===== config.mk =====
export PLATFORM = sky130hd
export DESIGN_NAME = sd_read_sequencer
export DESIGN_NICKNAME = d
export VERILOG_FILES = /design/src/rtl/sd_seq_pkg.sv /design/src/rtl/sd_seq_watchdog.sv /design/src/rtl/sd_read_sequencer.sv
export SDC_FILE = /design/constraint.sdc
export NUM_CORES = 1
export LEC_CHECK = 0
export ABC_AREA = 1
export BUFFER_PORTS_ARGS = -buffer_cell sky130_fd_sc_hd__buf_2
export CAP_MARGIN = 20
export CORE_MARGIN = 10
export CORE_UTILIZATION = 53
export CTS_CLUSTER_SIZE = 16
export DETAILED_ROUTE_END_ITERATION = 8
export PLACE_DENSITY = 0.77
export REMOVE_ABC_BUFFERS = 1
export SLEW_MARGIN = 15
export SYNTH_ARGS = -nofsm -noshare
export SYNTH_HDL_FRONTEND = slang
export SYNTH_SLANG_ARGS = --single-unit

===== constraint.sdc =====
create_clock -name clk -period 1.6 [get_ports clk]
set_input_delay 0.16 -clock clk [delete_from_list [all_inputs] [get_ports clk]]
set_output_delay 0.16 -clock clk [all_outputs]
set_load 0.02 [all_outputs]

===== src/rtl/sd_seq_pkg.sv =====
// -----------------------------------------------------------------------------
// sd_seq_pkg
// Shared types and constants for the SD read sequencer.
//   seq_state_t        : sequencer FSM states
//   seq_status_t       : completion code reported on the status port
//   DONE_STATE_DEFAULT : sd_file_reader fatstate value meaning "read finished"
// -----------------------------------------------------------------------------
package sd_seq_pkg;

  typedef enum logic [1:0] {
    S_IDLE   = 2'd0,
    S_HOLD   = 2'd1,
    S_RUN    = 2'd2,
    S_FINISH = 2'd3
  } seq_state_t;

  typedef enum logic [1:0] {
    ST_OK        = 2'd0,
    ST_NOT_FOUND = 2'd1,
    ST_TIMEOUT   = 2'd2,
    ST_ABORTED   = 2'd3
  } seq_status_t;

  localparam logic [2:0] DONE_STATE_DEFAULT = 3'd6;

endpackage : sd_seq_pkg


===== src/rtl/sd_seq_watchdog.sv =====
// -----------------------------------------------------------------------------
// sd_seq_watchdog
// Loadable no-progress down-counter. Loaded with TIMEOUT_CYCLES on `load`,
// reloaded whenever `progress` is seen while enabled, otherwise decremented
// each enabled cycle. `expired` is a combinational flag that is high in the
// cycle whose closing edge would take the count to zero, so the owner acts on
// exactly the TIMEOUT_CYCLES-th idle cycle after the load.
// Ports:
//   clk, rst_n : clock, asynchronous active-low reset
//   load       : force the counter to TIMEOUT_CYCLES
//   en         : counting enable (owner is supervising)
//   progress   : activity seen this cycle; reloads the counter
//   expired    : no-progress limit reached this cycle
// -----------------------------------------------------------------------------
module sd_seq_watchdog #(
  parameter int unsigned TIMEOUT_CYCLES = 50_000_000
) (
  input  logic clk,
  input  logic rst_n,
  input  logic load,
  input  logic en,
  input  logic progress,
  output logic expired
);

  localparam int unsigned     CNT_W  = $clog2(TIMEOUT_CYCLES + 1);
  localparam logic [CNT_W-1:0] RELOAD = CNT_W'(TIMEOUT_CYCLES);
  localparam logic [CNT_W-1:0] ONE    = CNT_W'(1);

  logic [CNT_W-1:0] cnt_q;

  always_ff @(posedge clk or negedge rst_n) begin
    if (!rst_n) begin
      cnt_q <= '0;
    end else if (load || (en && progress)) begin
      cnt_q <= RELOAD;
    end else if (en && (cnt_q != '0)) begin
      cnt_q <= cnt_q - ONE;
    end
  end

  assign expired = en && !load && !progress && (cnt_q == ONE);

endmodule : sd_seq_watchdog


===== src/rtl/sd_read_sequencer.sv =====
// -----------------------------------------------------------------------------
// sd_read_sequencer
// Sequences one sd_file_reader: holds it in a local reset while idle, releases
// it after a fixed hold on a start request, supervises fatstate for progress
// with a watchdog and bounded retries, and forwards/counts the file bytes.
// Ports:
//   clk, rst_n      : clock, asynchronous active-low reset
//   start, abort    : single-cycle control requests
//   rd_rst_n        : local active-low reset to the reader (registered)
//   rd_fatstate     : reader fatstate
//   rd_file_found   : reader file_found
//   rd_outreq/outbyte : reader byte strobe and data
//   fwd_req/fwd_data  : registered forwarded byte to uart_tx
//   busy            : read in progress
//   status          : seq_status_t code, valid when busy=0 and done=1
//   done            : sticky completion flag, cleared on start accept
//   retries         : attempts beyond the first in the current/last read
//   byte_count      : saturating count of bytes forwarded in the last attempt
// -----------------------------------------------------------------------------
module sd_read_sequencer
  import sd_seq_pkg::*;
#(
  parameter int unsigned HOLD_CYCLES    = 16,
  parameter int unsigned TIMEOUT_CYCLES = 50_000_000,
  parameter int unsigned MAX_RETRY      = 3,
  parameter logic [2:0]  DONE_STATE     = DONE_STATE_DEFAULT
) (
  input  logic        clk,
  input  logic        rst_n,
  input  logic        start,
  input  logic        abort,
  output logic        rd_rst_n,
  input  logic [2:0]  rd_fatstate,
  input  logic        rd_file_found,
  input  logic        rd_outreq,
  input  logic [7:0]  rd_outbyte,
  output logic        fwd_req,
  output logic [7:0]  fwd_data,
  output logic        busy,
  output logic [1:0]  status,
  output logic        done,
  output logic [3:0]  retries,
  output logic [31:0] byte_count
);

  // Hold counter runs HOLD_CYCLES-1 .. 0, so it needs clog2(HOLD_CYCLES) bits.
  localparam int unsigned      HOLD_W      = (HOLD_CYCLES > 1) ? $clog2(HOLD_CYCLES) : 1;
  localparam logic [HOLD_W-1:0] HOLD_RELOAD = HOLD_W'(HOLD_CYCLES - 1);
  localparam logic [HOLD_W-1:0] HOLD_ONE    = HOLD_W'(1);
  localparam logic [3:0]        RETRY_LIMIT = 4'(MAX_RETRY);

  seq_state_t  state_q, state_d;
  seq_status_t status_q, status_d;

  logic [HOLD_W-1:0] hold_cnt_q;
  logic [2:0]        prev_fat_q;
  logic              rd_rst_n_q;
  logic              fwd_req_q;
  logic [7:0]        fwd_data_q;
  logic              busy_q;
  logic              done_q;
  logic [3:0]        retries_q;
  logic [31:0]       byte_count_q;

  logic in_run;
  logic byte_take;
  logic progress;
  logic wd_expired;
  logic hold_load;
  logic wd_load;
  logic start_take;
  logic retry_take;

  assign in_run    = (state_q == S_RUN);
  assign byte_take = in_run && rd_outreq;
  // Any byte or any fatstate movement counts as the reader being alive.
  assign progress  = rd_outreq || (rd_fatstate != prev_fat_q);

  sd_seq_watchdog #(
    .TIMEOUT_CYCLES (TIMEOUT_CYCLES)
  ) u_watchdog (
    .clk      (clk),
    .rst_n    (rst_n),
    .load     (wd_load),
    .en       (in_run),
    .progress (progress),
    .expired  (wd_expired)
  );

  // ---------------------------------------------------------------------------
  // Next-state / control decode
  // ---------------------------------------------------------------------------
  always_comb begin
    // NOTE: every signal driven here gets a default first so that no path
    // leaves it unassigned, which would otherwise infer a latch.
    state_d    = state_q;
    status_d   = status_q;
    hold_load  = 1'b0;
    wd_load    = 1'b0;
    start_take = 1'b0;
    retry_take = 1'b0;

    unique case (state_q)
      S_IDLE: begin
        if (start) begin
          start_take = 1'b1;
          hold_load  = 1'b1;
          state_d    = S_HOLD;
        end
      end

      S_HOLD: begin
        if (abort) begin
          status_d = ST_ABORTED;
          state_d  = S_FINISH;
        end else if (hold_cnt_q == '0) begin
          wd_load = 1'b1;
          state_d = S_RUN;
        end
      end

      S_RUN: begin
        // Priority: abort > reader done > watchdog expiry.
        if (abort) begin
          status_d = ST_ABORTED;
          state_d  = S_FINISH;
        end else if (rd_fatstate == DONE_STATE) begin
          status_d = rd_file_found ? ST_OK : ST_NOT_FOUND;
          state_d  = S_FINISH;
        end else if (wd_expired) begin
          if (retries_q < RETRY_LIMIT) begin
            retry_take = 1'b1;
            hold_load  = 1'b1;
            state_d    = S_HOLD;
          end else begin
            status_d = ST_TIMEOUT;
            state_d  = S_FINISH;
          end
        end
      end

      S_FINISH: begin
        state_d = S_IDLE;
      end

      default: begin
        state_d = S_IDLE;
      end
    endcase
  end

  // ---------------------------------------------------------------------------
  // State and datapath registers
  // ---------------------------------------------------------------------------
  always_ff @(posedge clk or negedge rst_n) begin
    // NOTE: sequential state is updated with non-blocking assignments so every
    // register samples the pre-edge values of the others.
    if (!rst_n) begin
      state_q      <= S_IDLE;
      status_q     <= ST_OK;
      hold_cnt_q   <= '0;
      prev_fat_q   <= '0;
      rd_rst_n_q   <= 1'b0;
      fwd_req_q    <= 1'b0;
      fwd_data_q   <= '0;
      busy_q       <= 1'b0;
      done_q       <= 1'b0;
      retries_q    <= '0;
      byte_count_q <= '0;
    end else begin
      state_q  <= state_d;
      status_q <= status_d;
      busy_q   <= (state_d != S_IDLE);

      // Released one cycle after RUN entry and dropped one cycle after RUN
      // exit, giving exactly HOLD_CYCLES low cycles between retry attempts.
      rd_rst_n_q <= in_run;

      if (hold_load) begin
        hold_cnt_q <= HOLD_RELOAD;
      end else if ((state_q == S_HOLD) && (hold_cnt_q != '0)) begin
        hold_cnt_q <= hold_cnt_q - HOLD_ONE;
      end

      // Snapshot on RUN entry so the reset-release value is not seen as a
      // fatstate change; track every cycle while running.
      if (wd_load || in_run) begin
        prev_fat_q <= rd_fatstate;
      end

      fwd_req_q <= byte_take;
      if (byte_take) begin
        fwd_data_q <= rd_outbyte;
      end

      if (start_take || retry_take) begin
        byte_count_q <= '0;
      end else if (byte_take && (byte_count_q != '1)) begin
        byte_count_q <= byte_count_q + 32'd1;
      end

      if (start_take) begin
        retries_q <= '0;
      end else if (retry_take) begin
        retries_q <= retries_q + 4'd1;
      end

      if (start_take) begin
        done_q <= 1'b0;
      end else if (state_q == S_FINISH) begin
        done_q <= 1'b1;
      end
    end
  end

  assign rd_rst_n   = rd_rst_n_q;
  assign fwd_req    = fwd_req_q;
  assign fwd_data   = fwd_data_q;
  assign busy       = busy_q;
  assign status     = status_q;
  assign done       = done_q;
  assign retries    = retries_q;
  assign byte_count = byte_count_q;

endmodule : sd_read_sequencer

* Word level (Yosys, flattened, before mapping) *
Cells that the tools add are included.

word-level totals
  bits in registers = 85
  latch bits = 0
  memory bits (writable) = 0
  ROM bits = 0
  output and inout bits = 50
  logic and storage cells = 89
  memories = 0

operators by class
  add/subtract/negate cells = 4
  multiply operators = 0
  div/mod/pow operators = 0
  $lt $le $gt $ge = 1
  equality and inequality tests = 10
  shift-type cells = 0
  mux-type cells = 36
  bitwise logic cells = 0
  reductions and logical operators = 26

operators with widths
  cell                   count
  $mux 32                2
  $mux 26                2
  $add 32x1->32 const B  1
  $ne 32x32->1 const B   1
  $eq 26x1->1 const B    1
  $reduce_bool 26->1     1
  $sub 26x1->26 const B  1
  $mux 2                 12
  $mux 4                 4
  $reduce_bool 2->1      7
  $mux 1                 13
  $logic_and 1x1->1      8
  $pmux 2 s4             1
  $add 4x1->4 const B    1
  $eq 2x2->1 const B     2
  $logic_not 4->1        1
  $logic_or 1x1->1       4
  $lt 4x2->1 const B     1
  $ne 4x2->1 const B     1
  $ne 4x4->1 const B     1
  $pmux 2 s2             1
  $reduce_and 4->1       1
  $reduce_bool 4->1      1
  $sub 4x1->4 const B    1
  other kinds (7)        8

* Longest topological paths before layout *
Gate-level depths: netlist of the first run.

  depth after elaboration = 14
  mapped depth = 13

* Cells and area by module *
A second synthesis of the first run with hierarchy kept.

unflattened totals
  cell total of the unflattened synthesis = 788
  area total of the unflattened synthesis = 5,424.0 µm²

modules (own cells, without submodules)
  module             instances  cells each  area an instance (µm²)  seq. area each (µm²)
  sd_read_sequencer  1          505         3,507.1                 1,476.4
  sd_seq_watchdog    1          283         1,916.8                 650.6

* Worst setup path before layout of the first run *
Ideal clock, no wire load.

  kind = reg-to-reg
  start = register byte_count_q[0] (netlist: byte_count[0])
  end = register byte_count_q[16] (netlist: byte_count[16])
  arrival = 1.621 ns
  data required time = 1.481 ns
  slack = -0.140 ns
  stages on the path, launching flop included = 12
  path through = dfrtp_1 -> ha_1 -> nand2_1 -> nor2_1 -> nand2_1 -> nor2_1 -> nand2_1 -> nand2_2 -> inv_2 -> buf_6 -> a21oi_1 -> nor2_1

on the way
  longest elaborated chain between the ends = 3
  elaborated cells between the ends (all ways) = 6

ends and longest elaborated chain
  item                                           RTL line                                            text
  from (decl)                                    sd_read_sequencer.sv:63                             logic [31:0] byte_count_q;
  from (signal assigned)                         sd_read_sequencer.sv:199                            byte_count_q <= byte_count_q + 32'd1;
  $add 32x1->32 or $ne 32x32->1 (tied branches)  sd_read_sequencer.sv:199, sd_read_sequencer.sv:198
  $mux 32 or $logic_and 1x1->1 (tied branches)   sd_read_sequencer.sv:198                            end else if (byte_take && (byte_count_q != '1)) begin
  $mux 32 or $reduce_bool 2->1 (tied branches)   n/a

Several ways; a longest one is shown, not always the timed one. The select of a mux whose other input is x is not followed.
A chain may end at the register's enable or synchronous reset.

* Worst setup path after layout of the first run *
  start = register byte_count_q[9] (netlist: byte_count[9])
  end = register byte_count_q[23] (netlist: byte_count[23])

The elaborated chain is that of the path after synthesis.

==> results_dict.tcl, run 1 <==
set metrics [dict create \
    synth_area_leaders "dfrtp_1, nand2_1, nor2_1, inv_1, nand3_1" \
    critical_path_arrival_ns 2.08 \
    p_seq_frac 0.267 \
    row_count 36 \
    grt_pass1_wl_mm 27.5 \
    clkPwrFrac 0.144 \
    syn_to_final_growth_pct 47.9 \
    synth_flop_cell "dfrtp_1" \
    muxShareOfSynthArea 0.0169 \
    setup_slack_ns -0.213 \
    synth-simple-area-share 0.416 \
    outcome "complete, but fails checks" \
    syn_area_mm2 0.00532 \
    dp.cells 1063 \
    reg2reg_slack_ns -0.21 \
    power_density_mw_per_mm2 1550 \
    grt_max_degree 30 \
    p_switching_mw 5.47 \
    hp-class "in2reg" \
    synth_fa_ha_area_frac 0.0141 \
    clock_sinks 85 \
    fill_cells 626 \
    post-route-util 0.805 \
    worstHoldStart "rd_outbyte[5]" \
    worst_clock_skew_ns 0.0102 \
    clk_latency_ns 0.38 \
    ant_nets 0 \
    holdPathEnd "fwd_data[5]" \
    holdWs_ns 0.0125 \
    synthDistinctLibCells 30 \
    n_antenna_cell 0 \
    antenna_found_initial 0 \
    pre_cts_ws_ns -0.259 \
    io_pins 67 \
    drive_above_1_share 0.407 \
    synth_edf_count 0 \
    p_comb_frac 0.589 \
    place_area_mm2 0.00647 \
    timing.final.crit_share 1.13 \
    cts_buffers 9 \
    cts_buffer_depth 2 \
    globalplace.congestion 0.912 \
    r2r_cells 12 \
    violations "negative setup slack" \
    grt-ovfl-total 0 \
    path_clk_slew_ns 0.09 \
    slew_headroom 0.726 \
    htree_num_levels 3 \
    synth-async-reset-ratio 1.00 \
    finalNonFillerCells 1125 \
    final-hold-violation-count 0 \
    viasPerCell 5.61 \
    first_pass_iters 7 \
    fmax_mhz 552 \
    synth_compound_area_frac 0.0466 \
    synth_top_family_by_area "simple AND/OR/NAND/NOR gates" \
    swShare 0.449 \
    route.detailed.drc 0 \
    yosys_warnings 0 \
    min_period_ns 1.81 \
    tns_ns -8.52 \
    setup_viol 71 \
    power.total_mw 12.2 \
    cts_tree "yes" \
    syn-instance-count 779 \
    synth.top_cell.area_share 0.400 \
    die_w_um 120 \
    dp_hpwl_mm 11.8 \
    start_util 0.544 \
    avgRoutedWirePerCell_um 17.2 \
    peakVddDrop_uv 1130 \
    io_buffers 66 \
    drv_slew 0 \
    core_mm2 0.00977 \
    end_kind "flop" \
    synth_area_leader_cell "dfrtp_1" \
    synth_area_per_cell_um2 6.83 \
    crit_type "reg2reg" \
    ys_ff_latch 85 \
    leakagePower_nw 3.87 \
    hold-path-cell-count 2 \
    fin_nets 1010 \
    rsz0062_at_grt "true" \
    ys_seq_area_frac 0.400 \
    gr-usage-all-layers 0.230 \
    die_h_um 120 \
    path_max_fanout 7 \
    power.internal_mw 6.72 \
    cts-root-buf "clkbuf_8" \
    drt_iter0_drc 648 \
    required_ns 1.87 \
    max-cap-violations 0 \
    die_area_mm2 0.0144 \
    rr_endpoint "byte_count[23]" \
    finalInstanceArea_mm2 0.00787 \
    setup.worst_path.start_class "flop" \
    synth-xor-area-share 0.0263 \
    vias 6310 \
    max_slew.worst_pin.slew_ns 0.411 \
    r2r_start "byte_count[9]" \
    finalWirelength_mm 19.3 \
    grt_pass1_vias 5800 \
]
==> power groups by stage <==
stage          clock network, mW  registers (mW)  logic [mW]
2_1_floorplan                  0            3.47        2.58
3_3_place_gp                   0            3.16        4.79
3_5_place_dp                   0            3.18        4.94
4_1_cts                     1.76            3.17        5.98
5_1_grt                     1.86            3.31        7.69
6_report                    1.75            3.26        7.19
==> worst max path at each step <==
stage	end	cells after the start	from	slack (ns)
3_5_place_dp	byte_count[3]	12	byte_count[0]	-0.26
3_3_place_gp	byte_count[3]	12	byte_count[0]	-0.16
5_1_grt	byte_count[3]	12	byte_count[9]	-0.30
6_report	byte_count[23]	12	byte_count[9]	-0.21
2_1_floorplan	byte_count[3]	8	state_q[0]	-0.58
4_1_cts	byte_count[12]	12	byte_count[1]	-0.1
==> cell usage after synthesis, types with 8 or more instances <==
cell type,n
nand3_1,48
nand4_1,28
o21ai_0,26
nand2_1,261
o21bai_1,12
nor3_1,10
nor2_2,9
mux2_2,8
dfrtp_1,85
nor2_1,155
inv_1,71
xor2_1,10
==> flip-flops by register name (all words and copies together), names as in the netlist <==
name,cells
fwd_data,8
prev_fat_q,3
busy,1
u_watchdog.cnt_q,26
rd_rst_n,1
status,2
byte_count,32
hold_cnt_q,4
state_q,2
retries,4
fwd_req,1
done,1
==> layer usage <==
layer,GRT usage,routed length (um),vias up,share of wire
met3,0.0433,1260,109,0.065
met5,0,0,-,0
met4,0.0860,1080,0,0.056
li1,-,-,2864,-
met1,0.254,7020,3008,0.36
met2,0.429,9980,329,0.52
==> cell type report <==
type                    instances  area [um2]  share of cell area
well taps                     133         166              0.0212
repair buffers                212        1650               0.210
repair inverters                4        50.0             0.00636
clock inverters                 7        98.8              0.0126
flip-flops and latches         85        2130               0.271
inverters                      77         328              0.0417
multi-input cells             598        3320               0.422
clock buffers                   9         124              0.0157
==> repair_timing <==
action,CTS,global route
hold buffers,1,1
pin swaps,25,60
cloned,5,4
setup endpoints to repair,62,81
hold endpoints to repair,25,1
gates resized for setup,99,143
setup buffers,11,27
==> logic make-up (layout without fill, tap and decap cells) <==
kind of cell / after synthesis / after routing
and+or+nand+nor: 526 / 526
buffers and inverters: 96 / 309
DFF: 85 / 85
AOI/OAI and AO/OA: 42 / 42
xor gates and xnor gates: 16 / 16
muxes: 8 / 8
adders and majority gates: 6 / 6
==> worst max-delay path, cell delays in order, from the launching register on <==
cell and delay (ns):
dfrtp_1 0.46, nand2_1 0.10, nor2_1 0.19, nand2_1 0.13, nor2_2 0.14, nand2_2 0.12
nand2_8 0.14, buf_12 0.12, clkinv_8 0.07, nand2_2 0.08, nand2_1 0.05, nand2_1 0.05
nor2_1 0.04
==> cell usage in the layout (no fill, tap or decap), types with 10 or more instances in the layout <==
| cell | count |
|---|---|
| xor2_1 | 10 |
| nor2_2 | 39 |
| buf_6 | 11 |
| nand4_1 | 28 |
| nand2_2 | 48 |
| inv_1 | 60 |
| o21bai_1 | 12 |
| nor2_1 | 111 |
| nand2_1 | 212 |
| nor2_4 | 17 |
| buf_2 | 65 |
| o21ai_1 | 15 |
| dfrtp_1 | 82 |
| buf_4 | 119 |
| nand3_2 | 13 |
| inv_2 | 11 |
| nand3_1 | 35 |
Note: power is estimated with default switching activity, not from simulation.
==> run 2: changes to the inputs <==
--- a/config.mk
+++ b/config.mk
@@ -12,7 +12,7 @@
 export CORE_UTILIZATION = 53
 export CTS_CLUSTER_SIZE = 16
 export DETAILED_ROUTE_END_ITERATION = 8
-export PLACE_DENSITY = 0.77
+export PLACE_DENSITY_LB_ADDON = 0.1
 export REMOVE_ABC_BUFFERS = 1
 export SLEW_MARGIN = 15
 export SYNTH_ARGS = -nofsm -noshare
==> run 2 against run 1 <==
  * Fmax increased by 7.2%
  * Critical path depth decreased by 1
  * First-iteration DRC count decreased by 32%
  * Critical endpoint is now u_watchdog.cnt_q[21]
  * Core utilization decreased by 2.0 points
  * Register-to-register slack improved by 0.12 ns
  * Final area decreased by 2.5%
  * Count of clock-buffer cells in the layout increased by 2
  * The flow still finishes with violations (negative setup slack)
==> results_dict.tcl, run 2 (synthesized netlist as in run 1, its figures left out) <==
set metrics [dict create \
    finalWirelength_mm 17.1 \
    setup.worst_path.start_class "flop" \
    violations "negative setup slack" \
    layout_common_cells "nand2_1, nor2_1, buf_4, dfrtp_1, buf_2" \
    htree_num_levels 3 \
    end_kind "flop" \
    die_h_um 120 \
    setup_slack_ns -0.0907 \
    leakagePower_nw 3.83 \
    min_period_ns 1.69 \
    required_ns 1.90 \
    cts_buffer_depth 2 \
    crit_type "reg2reg" \
    path_clk_slew_ns 0.09 \
    route.detailed.drc 0 \
    critical_path.cell_chain "inv_2, ha_4, inv_4, nor3_4, nand3_2, nand2_4, inv_6, nand2_8, clkbuf_16, nand2_1, o21ai_1" \
    first_pass_iters 6 \
    clock_sinks 85 \
    gr-usage-all-layers 0.213 \
    avgRoutedWirePerCell_um 15.4 \
    vias 5801 \
    drive_above_1_share 0.376 \
    max-cap-violations 0 \
    die_area_mm2 0.0144 \
    rsz0062_at_grt "true" \
    max_slew.worst_pin.slew_ns 0.343 \
    outcome "complete, but fails checks" \
    grt_pass1_vias 5601 \
    cp_num_buf_inv 4 \
    globalplace.congestion 0.909 \
    largest_reg_flops 32 \
    dp_hpwl_mm 11.5 \
    grt_pass1_wl_mm 25.6 \
    hold-path-cell-count 2 \
    fin_nets 994 \
    ant_nets 0 \
    slew_headroom 0.771 \
    critical_path_arrival_ns 2.00 \
    path_max_fanout 6 \
    finalNonFillerCells 1109 \
    pre_cts_ws_ns -0.276 \
    peakVddDrop_uv 1230 \
    crit_path_top_delay_cell "dfrtp_1" \
    io_pins 67 \
    worstHoldStart "rd_outbyte[7]" \
    viasPerCell 5.23 \
    syn_to_final_growth_pct 44.2 \
    clk_latency_ns 0.37 \
    cts_buffers 9 \
    final-hold-violation-count 0 \
    dp.cells 1067 \
    reg2reg_slack_ns -0.09 \
    n_antenna_cell 0 \
    core_mm2 0.00977 \
    fmax_mhz 591 \
    setup_viol 60 \
    timing.final.crit_share 1.06 \
    cts-root-buf "clkbuf_8" \
    power_density_mw_per_mm2 1540 \
    layout_commonest_cell "nand2_1" \
    cp_top_family "simple AND/OR/NAND/NOR gates" \
    rr_endpoint "u_watchdog.cnt_q[21]" \
    grt_max_degree 61 \
    die_w_um 120 \
    start_util 0.544 \
    hp-class "in2reg" \
    r2r_start "hold_cnt_q[0]" \
    r2r_cells 11 \
    antenna_found_initial 0 \
    holdPathEnd "fwd_data[7]" \
    drt_iter0_drc 442 \
    grt-ovfl-total 0 \
    cts_tree "yes" \
    row_count 36 \
    io_buffers 66 \
    worst_clock_skew_ns 0.00742 \
    drv_slew 0 \
    cpPeakStageDelay_ns 0.41 \
]
## run 2: cell count changes in the layout (fill, tap and decap cells not counted), sizes merged
cell	previous run	this run
nand2	269	270
dlygate4sd3	2	1
clkinv	6	2
inv	78	79
buf	209	191
clkbuf	10	16
clkinvlp	2	1
## run 2: final cells by class
cell class	instances	area, um2
clock inverters	5	81.3
well taps	133	166
clock buffers	11	151
inverters	77	319
fillers	740	2100
flip-flops and latches	85	2130
multi-input cells	599	3260
repair inverters	2	20.0
repair buffers	197	1540
## run 2: through the flow
step                cell area [um2]  TNS, ns  utilization  hold slack [ns]  power, mW
floorplan                      5180   -22.34            -           -0.136       6.05
global placement               6530    -4.26        0.668            0.182       8.16
detailed placement             6530    -7.51        0.668            0.187       8.33
CTS                            6950   -0.422        0.711          0.00395       10.4
global route                   7670    -9.16        0.785          0.00481       12.6
finish                         7670    -2.78        0.785           0.0108       11.9
## run 2: per-layer routing
| metal | vias to the layer above | GRT usage | routed length [um] |
|---|---|---|---|
| met3 | 40 | 0.0270 | 711 |
| met2 | 158 | 0.393 | 9250 |
| met5 | - | 0 | 0 |
| met1 | 2772 | 0.244 | 6740 |
| met4 | 0 | 0.0882 | 406 |
| li1 | 2831 | - | - |
## run 2: worst max path at each step
stage	from	end	cells past startpoint
2_1_floorplan	state_q[0]	byte_count[3]	8
3_3_place_gp	byte_count[0]	byte_count[3]	12
3_5_place_dp	byte_count[0]	byte_count[3]	12
4_1_cts	byte_count[0]	byte_count[21]	12
5_1_grt	u_watchdog.cnt_q[14]	busy	9
6_report	hold_cnt_q[0]	u_watchdog.cnt_q[21]	11
## run 2: timing repair
action | in CTS | in global routing
hold endpoints to repair | 85 | 0
endpoints found under the setup margin | 64 | 79
setup buffers | 5 | 11
gates resized for setup | 48 | 143
gates cloned | 0 | 9
hold buffers | 1 | 0
pin swaps | 9 | 34
## run 2: worst register-to-register path, delay by kind of cell (launching register included)
family	cells	cell delay [ns]
compound gates	1	0.06
flops	1	0.41
buf+inv	4	0.36
fa+ha+maj	1	0.13
simple gates	5	0.66
## run 2: power by group
| group | total, mW | internal, mW | leakage (nW) | switching [mW] |
|---|---|---|---|---|
| combinational | 6.82 | 2.94 | 2.62 | 3.88 |
| clock | 1.82 | 0.968 | 0.116 | 0.853 |
| sequential | 3.21 | 2.76 | 1.10 | 0.448 |
